File: config.mk
export PLATFORM = sky130hd
export DESIGN_NAME = mem_stage_lsu
export DESIGN_NICKNAME = d
export VERILOG_FILES = /design/src/rtl/mem_stage_lsu.sv
export SDC_FILE = /design/constraint.sdc
export NUM_CORES = 1
export LEC_CHECK = 0
export BUFFER_PORTS_ARGS = -buffer_cell sky130_fd_sc_hd__buf_2
export CORE_ASPECT_RATIO = 1.75
export CORE_MARGIN = 1
export CORE_UTILIZATION = 33
export DETAILED_ROUTE_END_ITERATION = 10
export GPL_TIMING_DRIVEN = 0
export PLACE_DENSITY_LB_ADDON = 0.12
export SLEW_MARGIN = 5
export SYNTH_ARGS = -nofsm -noshare
export SYNTH_HDL_FRONTEND = slang
export SYNTH_SLANG_ARGS = --single-unit
File: constraint.sdc
create_clock -name clk -period 1.9 [get_ports clk]
set_clock_uncertainty 0.1 [all_clocks]
set_input_delay 0.19 -clock clk [delete_from_list [all_inputs] [get_ports clk]]
set_output_delay 0.19 -clock clk [all_outputs]
set_load 0.05 [all_outputs]
File: src/rtl/mem_stage_lsu.sv
// Memory-stage load/store unit: issues one data-memory access per load/store and fills the MEM/WB register.
// Latency: non-memory and misaligned ops retire on the next edge; stores one edge after gnt; loads one edge after rvalid.
// Backpressure: stall holds upstream during an aligned access's accept cycle and until that access completes.
module mem_stage_lsu #(
    parameter int XLEN      = 32,
    parameter int WB_CTRL_W = 3,
    parameter int RD_W      = 5
) (
    input  logic                 clk,
    input  logic                 reset,
    input  logic                 in_valid,
    input  logic                 mem_read,
    input  logic                 mem_write,
    input  logic [2:0]           funct3,
    input  logic [WB_CTRL_W-1:0] ctrl_wb_in,
    input  logic [RD_W-1:0]      rd_in,
    input  logic [XLEN-1:0]      pc4_in,
    input  logic [XLEN-1:0]      alu_result,
    input  logic [XLEN-1:0]      store_data,
    output logic                 stall,
    output logic                 dmem_req,
    output logic                 dmem_we,
    output logic [XLEN-1:0]      dmem_addr,
    output logic [XLEN/8-1:0]    dmem_be,
    output logic [XLEN-1:0]      dmem_wdata,
    input  logic                 dmem_gnt,
    input  logic                 dmem_rvalid,
    input  logic [XLEN-1:0]      dmem_rdata,
    output logic                 wb_valid,
    output logic [WB_CTRL_W-1:0] ctrl_wb,
    output logic [RD_W-1:0]      rd_wb,
    output logic [XLEN-1:0]      pc4_wb,
    output logic [XLEN-1:0]      mem_data,
    output logic [XLEN-1:0]      alu_data,
    output logic                 misalign
);
    localparam int NB    = XLEN / 8;
    localparam int OFF_W = $clog2(NB);

    typedef enum logic [1:0] {IDLE, REQ, WAIT_R} state_t;
    state_t state;

    // Decoded view of the incoming instruction
    logic            is_mem;
    logic            misaligned_in;
    logic [OFF_W-1:0] off_in;
    logic [NB-1:0]   be_in;
    logic [XLEN-1:0] wdata_in;

    // Fields captured at accept so the access does not depend on upstream holding its inputs
    logic                 store_q;
    logic [2:0]           funct3_q;
    logic [OFF_W-1:0]     off_q;
    logic [WB_CTRL_W-1:0] ctrl_q;
    logic [RD_W-1:0]      rd_q;
    logic [XLEN-1:0]      pc4_q;
    logic [XLEN-1:0]      alu_q;

    logic [XLEN-1:0] rdata_shifted;
    logic [XLEN-1:0] load_ext;

    // Decode size/alignment, build lane-placed request fields, and extend returning load data
    always_comb begin
        is_mem        = mem_read | mem_write;
        off_in        = alu_result[OFF_W-1:0];
        misaligned_in = 1'b0;
        be_in         = '0;
        wdata_in      = '0;
        case (funct3[1:0])
            2'b00: begin
                be_in    = NB'(1) << off_in;
                wdata_in = {(XLEN/8){store_data[7:0]}};
            end
            2'b01: begin
                misaligned_in = alu_result[0];
                be_in         = NB'(3) << off_in;
                wdata_in      = {(XLEN/16){store_data[15:0]}};
            end
            default: begin
                misaligned_in = |alu_result[1:0];
                be_in         = NB'(15) << off_in;
                wdata_in      = {(XLEN/32){store_data[31:0]}};
            end
        endcase

        // Addressed lane moves to bit 0; the size then picks how much survives
        rdata_shifted = dmem_rdata >> {off_q, 3'b000};
        case (funct3_q)
            3'b000:  load_ext = XLEN'($signed(rdata_shifted[7:0]));
            3'b001:  load_ext = XLEN'($signed(rdata_shifted[15:0]));
            3'b100:  load_ext = XLEN'(rdata_shifted[7:0]);
            3'b101:  load_ext = XLEN'(rdata_shifted[15:0]);
            default: load_ext = XLEN'(rdata_shifted[31:0]);
        endcase

        // Reset dominates so nothing is requested or held off while it is asserted
        stall    = !reset && ((state == REQ) || (state == WAIT_R) ||
                              ((state == IDLE) && in_valid && is_mem && !misaligned_in));
        dmem_req = !reset && (state == REQ);
        dmem_we  = dmem_req && store_q;
    end

    // Sequencer: accept, hold the request until granted, await read data, and load MEM/WB
    always_ff @(posedge clk) begin
        if (reset) begin
            state      <= IDLE;
            wb_valid   <= 1'b0;
            ctrl_wb    <= '0;
            rd_wb      <= '0;
            pc4_wb     <= '0;
            mem_data   <= '0;
            alu_data   <= '0;
            misalign   <= 1'b0;
            dmem_addr  <= '0;
            dmem_be    <= '0;
            dmem_wdata <= '0;
            store_q    <= 1'b0;
            funct3_q   <= '0;
            off_q      <= '0;
            ctrl_q     <= '0;
            rd_q       <= '0;
            pc4_q      <= '0;
            alu_q      <= '0;
        end else begin
            wb_valid <= 1'b0;
            case (state)
                IDLE: begin
                    if (in_valid) begin
                        if (!is_mem || misaligned_in) begin
                            // Retires immediately; a misaligned access is squashed to no writeback
                            wb_valid <= 1'b1;
                            ctrl_wb  <= is_mem ? '0 : ctrl_wb_in;
                            rd_wb    <= rd_in;
                            pc4_wb   <= pc4_in;
                            alu_data <= alu_result;
                            mem_data <= '0;
                            misalign <= is_mem;
                        end else begin
                            state      <= REQ;
                            dmem_addr  <= {alu_result[XLEN-1:OFF_W], {OFF_W{1'b0}}};
                            dmem_be    <= be_in;
                            dmem_wdata <= wdata_in;
                            store_q    <= mem_write;
                            funct3_q   <= funct3;
                            off_q      <= off_in;
                            ctrl_q     <= ctrl_wb_in;
                            rd_q       <= rd_in;
                            pc4_q      <= pc4_in;
                            alu_q      <= alu_result;
                        end
                    end
                end
                REQ: begin
                    if (dmem_gnt) begin
                        if (store_q) begin
                            state    <= IDLE;
                            wb_valid <= 1'b1;
                            ctrl_wb  <= ctrl_q;
                            rd_wb    <= rd_q;
                            pc4_wb   <= pc4_q;
                            alu_data <= alu_q;
                            mem_data <= '0;
                            misalign <= 1'b0;
                        end else begin
                            state <= WAIT_R;
                        end
                    end
                end
                WAIT_R: begin
                    if (dmem_rvalid) begin
                        state    <= IDLE;
                        wb_valid <= 1'b1;
                        ctrl_wb  <= ctrl_q;
                        rd_wb    <= rd_q;
                        pc4_wb   <= pc4_q;
                        alu_data <= alu_q;
                        mem_data <= load_ext;
                        misalign <= 1'b0;
                    end
                end
                default: state <= IDLE;
            endcase
        end
    end
endmodule

# [Word level (Yosys, flattened, before mapping)]
# Index checks and enable logic that the tools add are counted.
[classes] n_mux=53 reduce_logical=20 n_bitwise=2 shift=4 eq_ne=12
[ops] cell="$mux 32" n=15
[ops] cell="$pmux 32 s3" n=3
[ops] cell="$pmux 32 s4" n=1
[ops] cell="$pmux 32 s2" n=1
[ops] cell="$shr 32x5->32" n=1
[ops] cell="$mux 5" n=5
[ops] cell="$mux 3" n=6
[ops] cell="$pmux 5 s3" n=1
[ops] cell="$mux 1" n=10
[ops] cell="$mux 2" n=5
[ops] cell="$ne 2x2->1 const B" n=5
[ops] cell="$pmux 3 s3" n=1
[ops] cell="$pmux 4 s2" n=1
[ops] cell="$eq 3x3->1 const B" n=2
[ops] cell="$logic_and 1x1->1" n=6
[ops] cell="$pmux 1 s3" n=2
[ops] cell="$pmux 2 s3" n=1
[ops] cell="$reduce_and 6->1" n=1
[ops] cell="$eq 2x1->1 const B" n=2
[ops] cell="$logic_not 2->1" n=2
[ops] cell="$reduce_and 4->1" n=1
[ops] cell="$shl 1x2->4 const A" n=1
[ops] cell="$shl 2x2->4 const A" n=1
[ops] cell="$shl 4x2->4 const A" n=1
[ops] cell="other kinds (12)" n=16
[word_totals] wordCells=109 reg_bits=252 out_inout_bits=177

# [Logic depth before layout (Yosys ltp)]
# Gate-level depths: netlist of the first run.
[depth] depth_word=6 mapped_depth=9

# [Least setup slack after synthesis of the first run]
# Ideal clock, no wire load.
[synth_timing] path_kind="flip-flop to output port" startpoint="register state[0]" endpoint="output port stall" n_path_buf=3 stages_incl_launch_ff=8 t_required_ns=1.610 arrival_ns=2.150 setup_slack_ns=-0.540 cell_sequence="dfxtp_1 > inv_1 > ha_1 > buf_2 > buf_2 > clkbuf_1 > nor2_1 > nor2_1"
[synth_between] elab_chain_len=6 elab_cells_between_ends=9 cone_classes="eq/ne (2); reduce/logical (7)"
[synth_lines] item="from (decl)" line_no="41" rtl="state_t state;"
[synth_lines] item="from (signal assigned)" line_no="106" rtl="state <= IDLE;"
[synth_lines] item="from (signal assigned)" line_no="139" rtl="state <= REQ;"
[synth_lines] item="from (signal assigned)" line_no="156" rtl="state <= IDLE;"
[synth_lines] item="$logic_not 2->1" line_no="98" rtl="((state == IDLE) && in_valid && is_mem && !misaligned_in));"
[synth_lines] item="$logic_and 1x1->1 (3 in series)" line_no="98"
[synth_lines] item="$logic_or 1x1->1 *" line_no="97" rtl="stall = !reset && ((state == REQ) || (state == WAIT_R) ||"
[synth_lines] item="$logic_and 1x1->1 *" line_no="97"
[synth_lines] item="to (decl)" line_no="20" rtl="output logic stall,"
# Mark *: on every way between the ends. The rest lies on a longest branch, timed or not.

# [Worst setup path after layout of the first run]
[layout_timing] startpoint="register state[1]" endpoint="output port stall"
# Same word-level chain as after synthesis.

==> reports/qor.yml, run 1 <==
setup_path:
  start_kind: "register"
  rr_worst_depth: 11
  path_common_cell: "nor2_4"
  crit_path_max_incr_delay_ns: 0.35
  crit_path_end_kind: "primary output"
  path_cells: "inv_2 > ha_4 > buf_12 > clkbuf_16 > nor2_4 > nor2_4 > buf_8"
  required_ns: 1.61
  critPathTopFamily: "buffers and inverters"
  cp_slowest_cell: "dfxtp_2"
  crit_cells: 7
  crit_type: "register to primary output"
  crit_arrival_ns: 1.85
  path_buf_inv: 4
  crit_path_max_fanout: 6
grt:
  grt_pass1_wl_microns: 61680
  track_usage: 0.2575
  grt_max_degree: 20
  antenna_found_initial: 0
  grt_pass1_vias: 10890
  grt-ovfl-total: 0
timing:
  fmax_mhz: 467.0
  relSlewSlack: 0.3786
  finalSetupViolCount: 107
  min_period_ns: 2.141
  finalCritPeriodShare: 1.127
  finalWorstSetupSlack_ns: -0.2413
  worst_pin_slew_ns: 0.9321
  rsz0062_at_grt: "yes"
  finalSetupTns_ns: -11.44
  hold_slack_ns: 0.03961
  slew_viol_final: 0
  hold_viol_final: 0
synthesis:
  async_flop_share: 0
  syn_area_per_cell_sq_um: 8.790
  ys_types: 51
  syn_area_sq_mm: 0.01002
  netlist_instances: 1140
  synth-edff-count: 0
  synth_top_cell_by_area: "dfxtp_1"
  ys.flop_type: "dfxtp_1"
  synth_top_area_share: 0.4395
  synthTopCellsByArea: "dfxtp_1 (44%), mux2i_1 (10%), nand2_1 (8.0%)"
  ys_warn_count: 0
  synth-seq-cells: 220
  seq_area_frac_synth: 0.4395
clock_network:
  cts.sinks: 220
  path_clk_slew_ns: 0.07
  h-tree-depth: 1
  clk_latency_ns: 0.53
  clock_path_buffers: 3
  cts_made_buffers: 23
  cts_root_buffer: "clkbuf_16"
  cts_tree: "done"
die:
  initial_core_util: 0.3345
  coreArea_sq_mm: 0.02995
  die_area_sq_mm: 0.03109
  row_count: 84
  ios: 323
  chipWidth_microns: 133.7
  die_h_microns: 232.5
place:
  placed_cells: 1846
  gp_congestion: 0.8555
  dp_slack_ns: -0.7347
  io_buffers: 318
  hpwl_microns: 28700
detailed_routing:
  viasPerCell: 5.211
  routed_wl_microns: 41240
  drc: 0
  wl_per_cell_microns: 20.02
  vias: 10740
  firstDrtPassIters: 8
  drt_iter0_drc: 482
  ant_nets: 0
min_path:
  min_path_type: "primary input to register"
  whs_path_depth: 3
layout:
  diodes: 0
  nets: 1806
  regArea_sq_mm: 0.004408
  postLayoutCoreUtil: 0.5421
  nFillCells: 2820
  multiInputGateArea_sq_mm: 0.005747
  drive_above_1_share: 0.4112
  final_common_cell: "buf_2"
  final_cell_mix: "buf_2 (326), dfxtp_1 (217), nand2_1 (213), dlygate4sd3_1 (114), a21oi_1 (110)"
  final_cells: 2060
  area_growth_pct: 62.03
power_and_ir_drop:
  vdd_drop_max_mv: 0.8998
  clock_power_share: 0.324
  p_leak_uw: 0.006573
  swShare: 0.3501
  p_seq_frac: 0.344
  p_switching_uw: 5311
  combPwrFrac: 0.332
  internal_power_uw: 9858
  power_density_mw_per_mm2: 934.3
status:
  violations: "setup timing"
  status: "finished, violations left"
job:
  maxCapViolCount: 0
==> metal layers <==
| metal | part of all wire | track usage | vias up |
|---|---|---|---|
| met1 | 0.37 | 0.2692 | 5114 |
| met4 | 0.059 | 0.1570 | 0 |
| li1 | - | - | 5133 |
| met5 | 0 | 0 | - |
| met3 | 0.048 | 0.03617 | 110 |
| met2 | 0.53 | 0.4794 | 378 |
==> path summary, 6_finish.rpt <==
kind	start	end	slack (ns)
worst min-delay path	alu_result[0]	alu_data[0]$_SDFFE_PP0P_	0.04
worst min register to register	dmem_be[1]$_SDFFE_PP0P_	dmem_be[1]$_SDFFE_PP0P_	0.35
worst max register to register	state[1]$_SDFFE_PP0P_	pc4_wb[5]$_SDFFE_PP0P_	-0.22
worst max-delay path	state[1]$_SDFFE_PP0P_	stall	-0.24
==> metrics by stage <==
step / instance area, sq um / power (uW)
2_1_floorplan: 10060 / 7768
3_3_place_gp: 12140 / 8857
3_5_place_dp: 12140 / 8878
4_1_cts: 15840 / 15090
5_1_grt: 16240 / 15740
6_report: 16240 / 15170
==> tightest hold or removal path, cell delays in order <==
cell,delay (ns)
buf_2,0.15
mux2i_1,0.19
a211oi_2,0.09
==> cell families (layout without fill, tap and decap cells) <==
logic type               after synthesis  count (layout)  share of synthesized area
AO/OA/AOI/OAI                        363             364                     0.2371
AND/OR/NAND/NOR                      280             280                     0.1176
flip-flops                           220             220                     0.4395
buffers and inverters                162             693                    0.08053
multiplexers                         110             110                     0.1199
adder cells (fa/ha/maj)                4               4                   0.004995
other                                  1               2                  0.0003742
==> cell type report <==
type                            count  share of cell area
Sequential cell                   220              0.2715
Timing Repair Buffer              497              0.2228
Buffer                            139             0.06889
Clock buffer                       31             0.03915
Clock inverter                     11             0.01017
Tap cell                          387             0.02982
Multi-Input combinational cell    760              0.3539
Inverter                           15            0.003776
==> what timing repair did <==
action	CTS	global route
cloned	14	1
endpoints found under the hold margin	180	0
setup endpoints to repair	221	192
buffers inserted	37	20
gates resized for setup	262	111
pin swaps	19	22
hold buffers	114	0
==> registers in the layout, summed over array words and instances (netlist names), 2 cells and up <==
signal,flops
funct3_q,3
ctrl_q,3
alu_q,31
dmem_wdata,32
ctrl_wb,3
alu_data,32
rd_wb,5
dmem_be,4
mem_data,32
pc4_wb,32
state,2
rd_q,5
pc4_q,32
==> power by group through the flow <==
stage / logic, uW / clock network, uW / registers, uW
3_5_place_dp: 3590 / 0 / 5290
3_3_place_gp: 3570 / 0 / 5280
5_1_grt: 5300 / 5190 / 5250
2_1_floorplan: 1530 / 0 / 6240
6_report: 5040 / 4910 / 5220
4_1_cts: 4850 / 5040 / 5190
==> synth_stat cells (4+ instances only) <==
master / n
buf_2: 33
a31oi_1: 72
buf_4: 34
inv_1: 14
o211ai_1: 10
o31ai_1: 9
nand2_1: 213
a211oi_1: 87
o32ai_1: 7
a21oi_1: 111
dfxtp_1: 220
ha_1: 4
nor2_1: 30
nand4_1: 4
buf_6: 4
mux4_2: 8
a311oi_1: 9
buf_1: 14
clkbuf_1: 62
o21ai_0: 29
mux2i_1: 102
a32o_1: 16
or4_1: 8
(Power assumes the default switching activity.)
==> run 2, diff against run 1 <==
--- a/config.mk
+++ b/config.mk
@@ -5,7 +5,7 @@
 export SDC_FILE = /design/constraint.sdc
 export NUM_CORES = 1
 export LEC_CHECK = 0
-export BUFFER_PORTS_ARGS = -buffer_cell sky130_fd_sc_hd__buf_2
+export BUFFER_PORTS_ARGS = -buffer_cell sky130_fd_sc_hd__buf_4
 export CORE_ASPECT_RATIO = 1.75
 export CORE_MARGIN = 1
 export CORE_UTILIZATION = 33
==> constraint.sdc (replaced) <==
create_clock -name clk -period 1.8 [get_ports clk]
set_clock_uncertainty 0.1 [all_clocks]
set_input_delay 0.18 -clock clk [delete_from_list [all_inputs] [get_ports clk]]
set_output_delay 0.18 -clock clk [all_outputs]
set_load 0.05 [all_outputs]
==> run 2 against run 1 <==
  * The flow still finishes with violations (setup timing)
  * Clock-buffer cell count is 1 lower
  * Final cell count is 1.7% lower
  * First-iteration DRC count is 18% lower
  * Sequential share of layout area is 0.68 points higher
  * Register-to-register slack hardly changed
  * Largest cell class unchanged
  * Critical endpoint unchanged
  * Largest power group unchanged
==> reports/qor.yml, run 2 (synthesis results as in run 1) <==
min_path:
  min_path_type: "primary input to register"
setup_path:
  path_common_cell: "nor2_4"
  crit_type: "register to primary output"
  crit_arrival_ns: 1.85  # about the same
  crit_start: "state[0]$_SDFFE_PP0P_"
  crit_path_max_incr_delay_ns: 0.36  # about the same
  crit_path_max_fanout: 6  # unchanged
  crit_path_end_kind: "primary output"
  rr_worst_depth: 5  # -6
  start_kind: "register"
  path_cells: "inv_4 > ha_4 > and4_4 > buf_6 > buf_12 > nor2_4 > nor2_4 > buf_8"
  endpoint: "stall"
  r2r-end: "mem_data[26]$_SDFFE_PP0P_"
  rr_startpoint: "alu_q[1]$_SDFFE_PP0P_"
  r2r_slack_ns: -0.22  # about the same
  required_ns: 1.52  # -0.09 ns
  cp_slowest_cell: "dfxtp_4"
detailed_routing:
  firstDrtPassIters: 5  # -3
  drc: 0  # unchanged
  viasPerCell: 5.178  # -0.64%
  wl_per_cell_microns: 19.53  # -2.4%
  vias: 10480  # -2.4%
  ant_nets: 0  # unchanged
  drt_iter0_drc: 394  # -18%
  routed_wl_microns: 39530  # -4.2%
timing:
  finalWorstSetupSlack_ns: -0.3282  # -0.08695 ns
  worst_pin_slew_ns: 1.001  # +0.06889 ns
  fmax_mhz: 469.9
  finalSetupTns_ns: -12.24  # -0.8001 ns
  slew_viol_final: 0  # unchanged
  rsz0062_at_grt: "yes"
  min_period_ns: 2.128
  hold_viol_final: 0  # unchanged
  relSlewSlack: 0.3327  # -0.04593
  finalCritPeriodShare: 1.182
  finalSetupViolCount: 118  # +10%
clock_network:
  cts_tree: "done"
  clock_path_buffers: 3  # unchanged
  h-tree-depth: 1  # unchanged
  path_clk_slew_ns: 0.07  # about the same
  clk_latency_ns: 0.53  # about the same
  cts.sinks: 220  # unchanged
  cts_root_buffer: "clkbuf_16"
  cts_made_buffers: 22  # -4.3%
layout:
  final_cell_mix: "buf_4 (382), dfxtp_1 (217), nand2_1 (213), dlygate4sd3_1 (116), a21oi_1 (111)"
  area_growth_pct: 58.33
  nets: 1770  # -2.0%
  drive_above_1_share: 0.3521  # -0.05916
  final_common_cell: "buf_4"
  final_cells: 2024  # -1.7%
die:
  die_h_microns: 232.5  # unchanged
  coreArea_sq_mm: 0.02995  # unchanged
  chipWidth_microns: 133.7  # unchanged
  ios: 323  # unchanged
  row_count: 84  # unchanged
  initial_core_util: 0.3345  # unchanged
  die_area_sq_mm: 0.03109  # unchanged
grt:
  antenna_found_initial: 1  # +1
  grt_pass1_vias: 10650  # -2.2%
  track_usage: 0.2474  # -0.01017
  grt-ovfl-total: 0  # unchanged
  grt_pass1_wl_microns: 59410  # -3.7%
  grt_max_degree: 15  # -25%
power_and_ir_drop:
  power_density_mw_per_mm2: 952.7  # +2.0%
  vdd_drop_max_mv: 0.7686  # -15%
  p_leak_uw: 0.006352  # -3.4%
status:
  violations: "setup timing"
  status: "finished, violations left"
job:
  maxCapViolCount: 0  # unchanged
place:
  io_buffers: 318  # unchanged
  placed_cells: 1846  # unchanged
  dp_slack_ns: -0.7423  # -0.007598 ns
  gp_congestion: 0.9028  # +5.5%
  hpwl_microns: 29010  # +1.1%
[run 2: per-stage QoR]
stage,cell area (sq um),hold WS [ns],total power [uW],util
2_1_floorplan,10170,0.2085,8241,-
3_3_place_gp,13040,0.3345,9693,0.4353
3_5_place_dp,13040,0.3454,9723,0.4353
4_1_cts,15420,0.0008957,15020,0.5148
5_1_grt,15870,0.02502,15730,0.5297
6_report,15870,0.02490,15120,0.5297
[run 2: routing by layer]
| layer | up-vias | global-route usage | wire length (microns) |
|---|---|---|---|
| met5 | - | 0 | 0 |
| met4 | 0 | 0.1065 | 1528 |
| met3 | 80 | 0.03551 | 1801 |
| met2 | 316 | 0.4822 | 21500 |
| met1 | 5013 | 0.2568 | 14700 |
| li1 | 5071 | - | - |
[run 2: how the worst min path moves through the flow]
| stage | startpoint | slack (ns) | to | cells past startpoint |
|---|---|---|---|---|
| floorplan | alu_result[1] | 0.21 | alu_q[1]$_SDFFE_PP0P_ | 2 |
| global placement | funct3[2] | 0.33 | funct3_q[2]$_SDFFE_PP0P_ | 3 |
| detailed placement | pc4_in[8] | 0.35 | pc4_q[8]$_SDFFE_PP0P_ | 3 |
| CTS | dmem_rdata[26] | 0.0009 | mem_data[10]$_SDFFE_PP0P_ | 3 |
| global route | dmem_rdata[26] | 0.03 | mem_data[10]$_SDFFE_PP0P_ | 3 |
| finish | dmem_rdata[31] | 0.02 | mem_data[31]$_SDFFE_PP0P_ | 4 |
[run 2: worst max-delay path, delay by kind of cell (launching register included)]
family / cells / cell delay [ns]
AND/OR/NAND/NOR: 3 / 0.37
adder cells (fa/ha/maj): 1 / 0.16
flip-flops: 1 / 0.36
buffers and inverters: 4 / 0.43
[run 2: power breakdown]
group / switching [uW] / internal [uW] / total [uW] / leakage [uW]
Sequential: 249 / 5250 / 5500 / 0.00180
Combinational: 2920 / 1860 / 4790 / 0.00419
Clock: 2070 / 2760 / 4830 / 0.000366
[run 2: final cells by class]
| cell class | count | area, sq um |
|---|---|---|
| Fill cell | 2860 | 14090 |
| Multi-Input combinational cell | 759 | 5201 |
| Timing Repair Buffer | 459 | 3796 |
| Inverter | 15 | 63.81 |
| Antenna cell | 1 | 2.502 |
| Clock buffer | 30 | 630.6 |
| Sequential cell | 220 | 4415 |
| Clock inverter | 10 | 116.4 |
| Tap cell | 387 | 484.2 |
| Buffer | 143 | 1156 |
[run 2: timing repair]
item / CTS / global route
cloned: 0 / 1
hold buffers: 116 / 0
hold endpoints to repair: 187 / 0
endpoints found under the setup margin: 222 / 222
pin swaps: 16 / 16
setup buffers: 13 / 12
resized for setup: 123 / 100
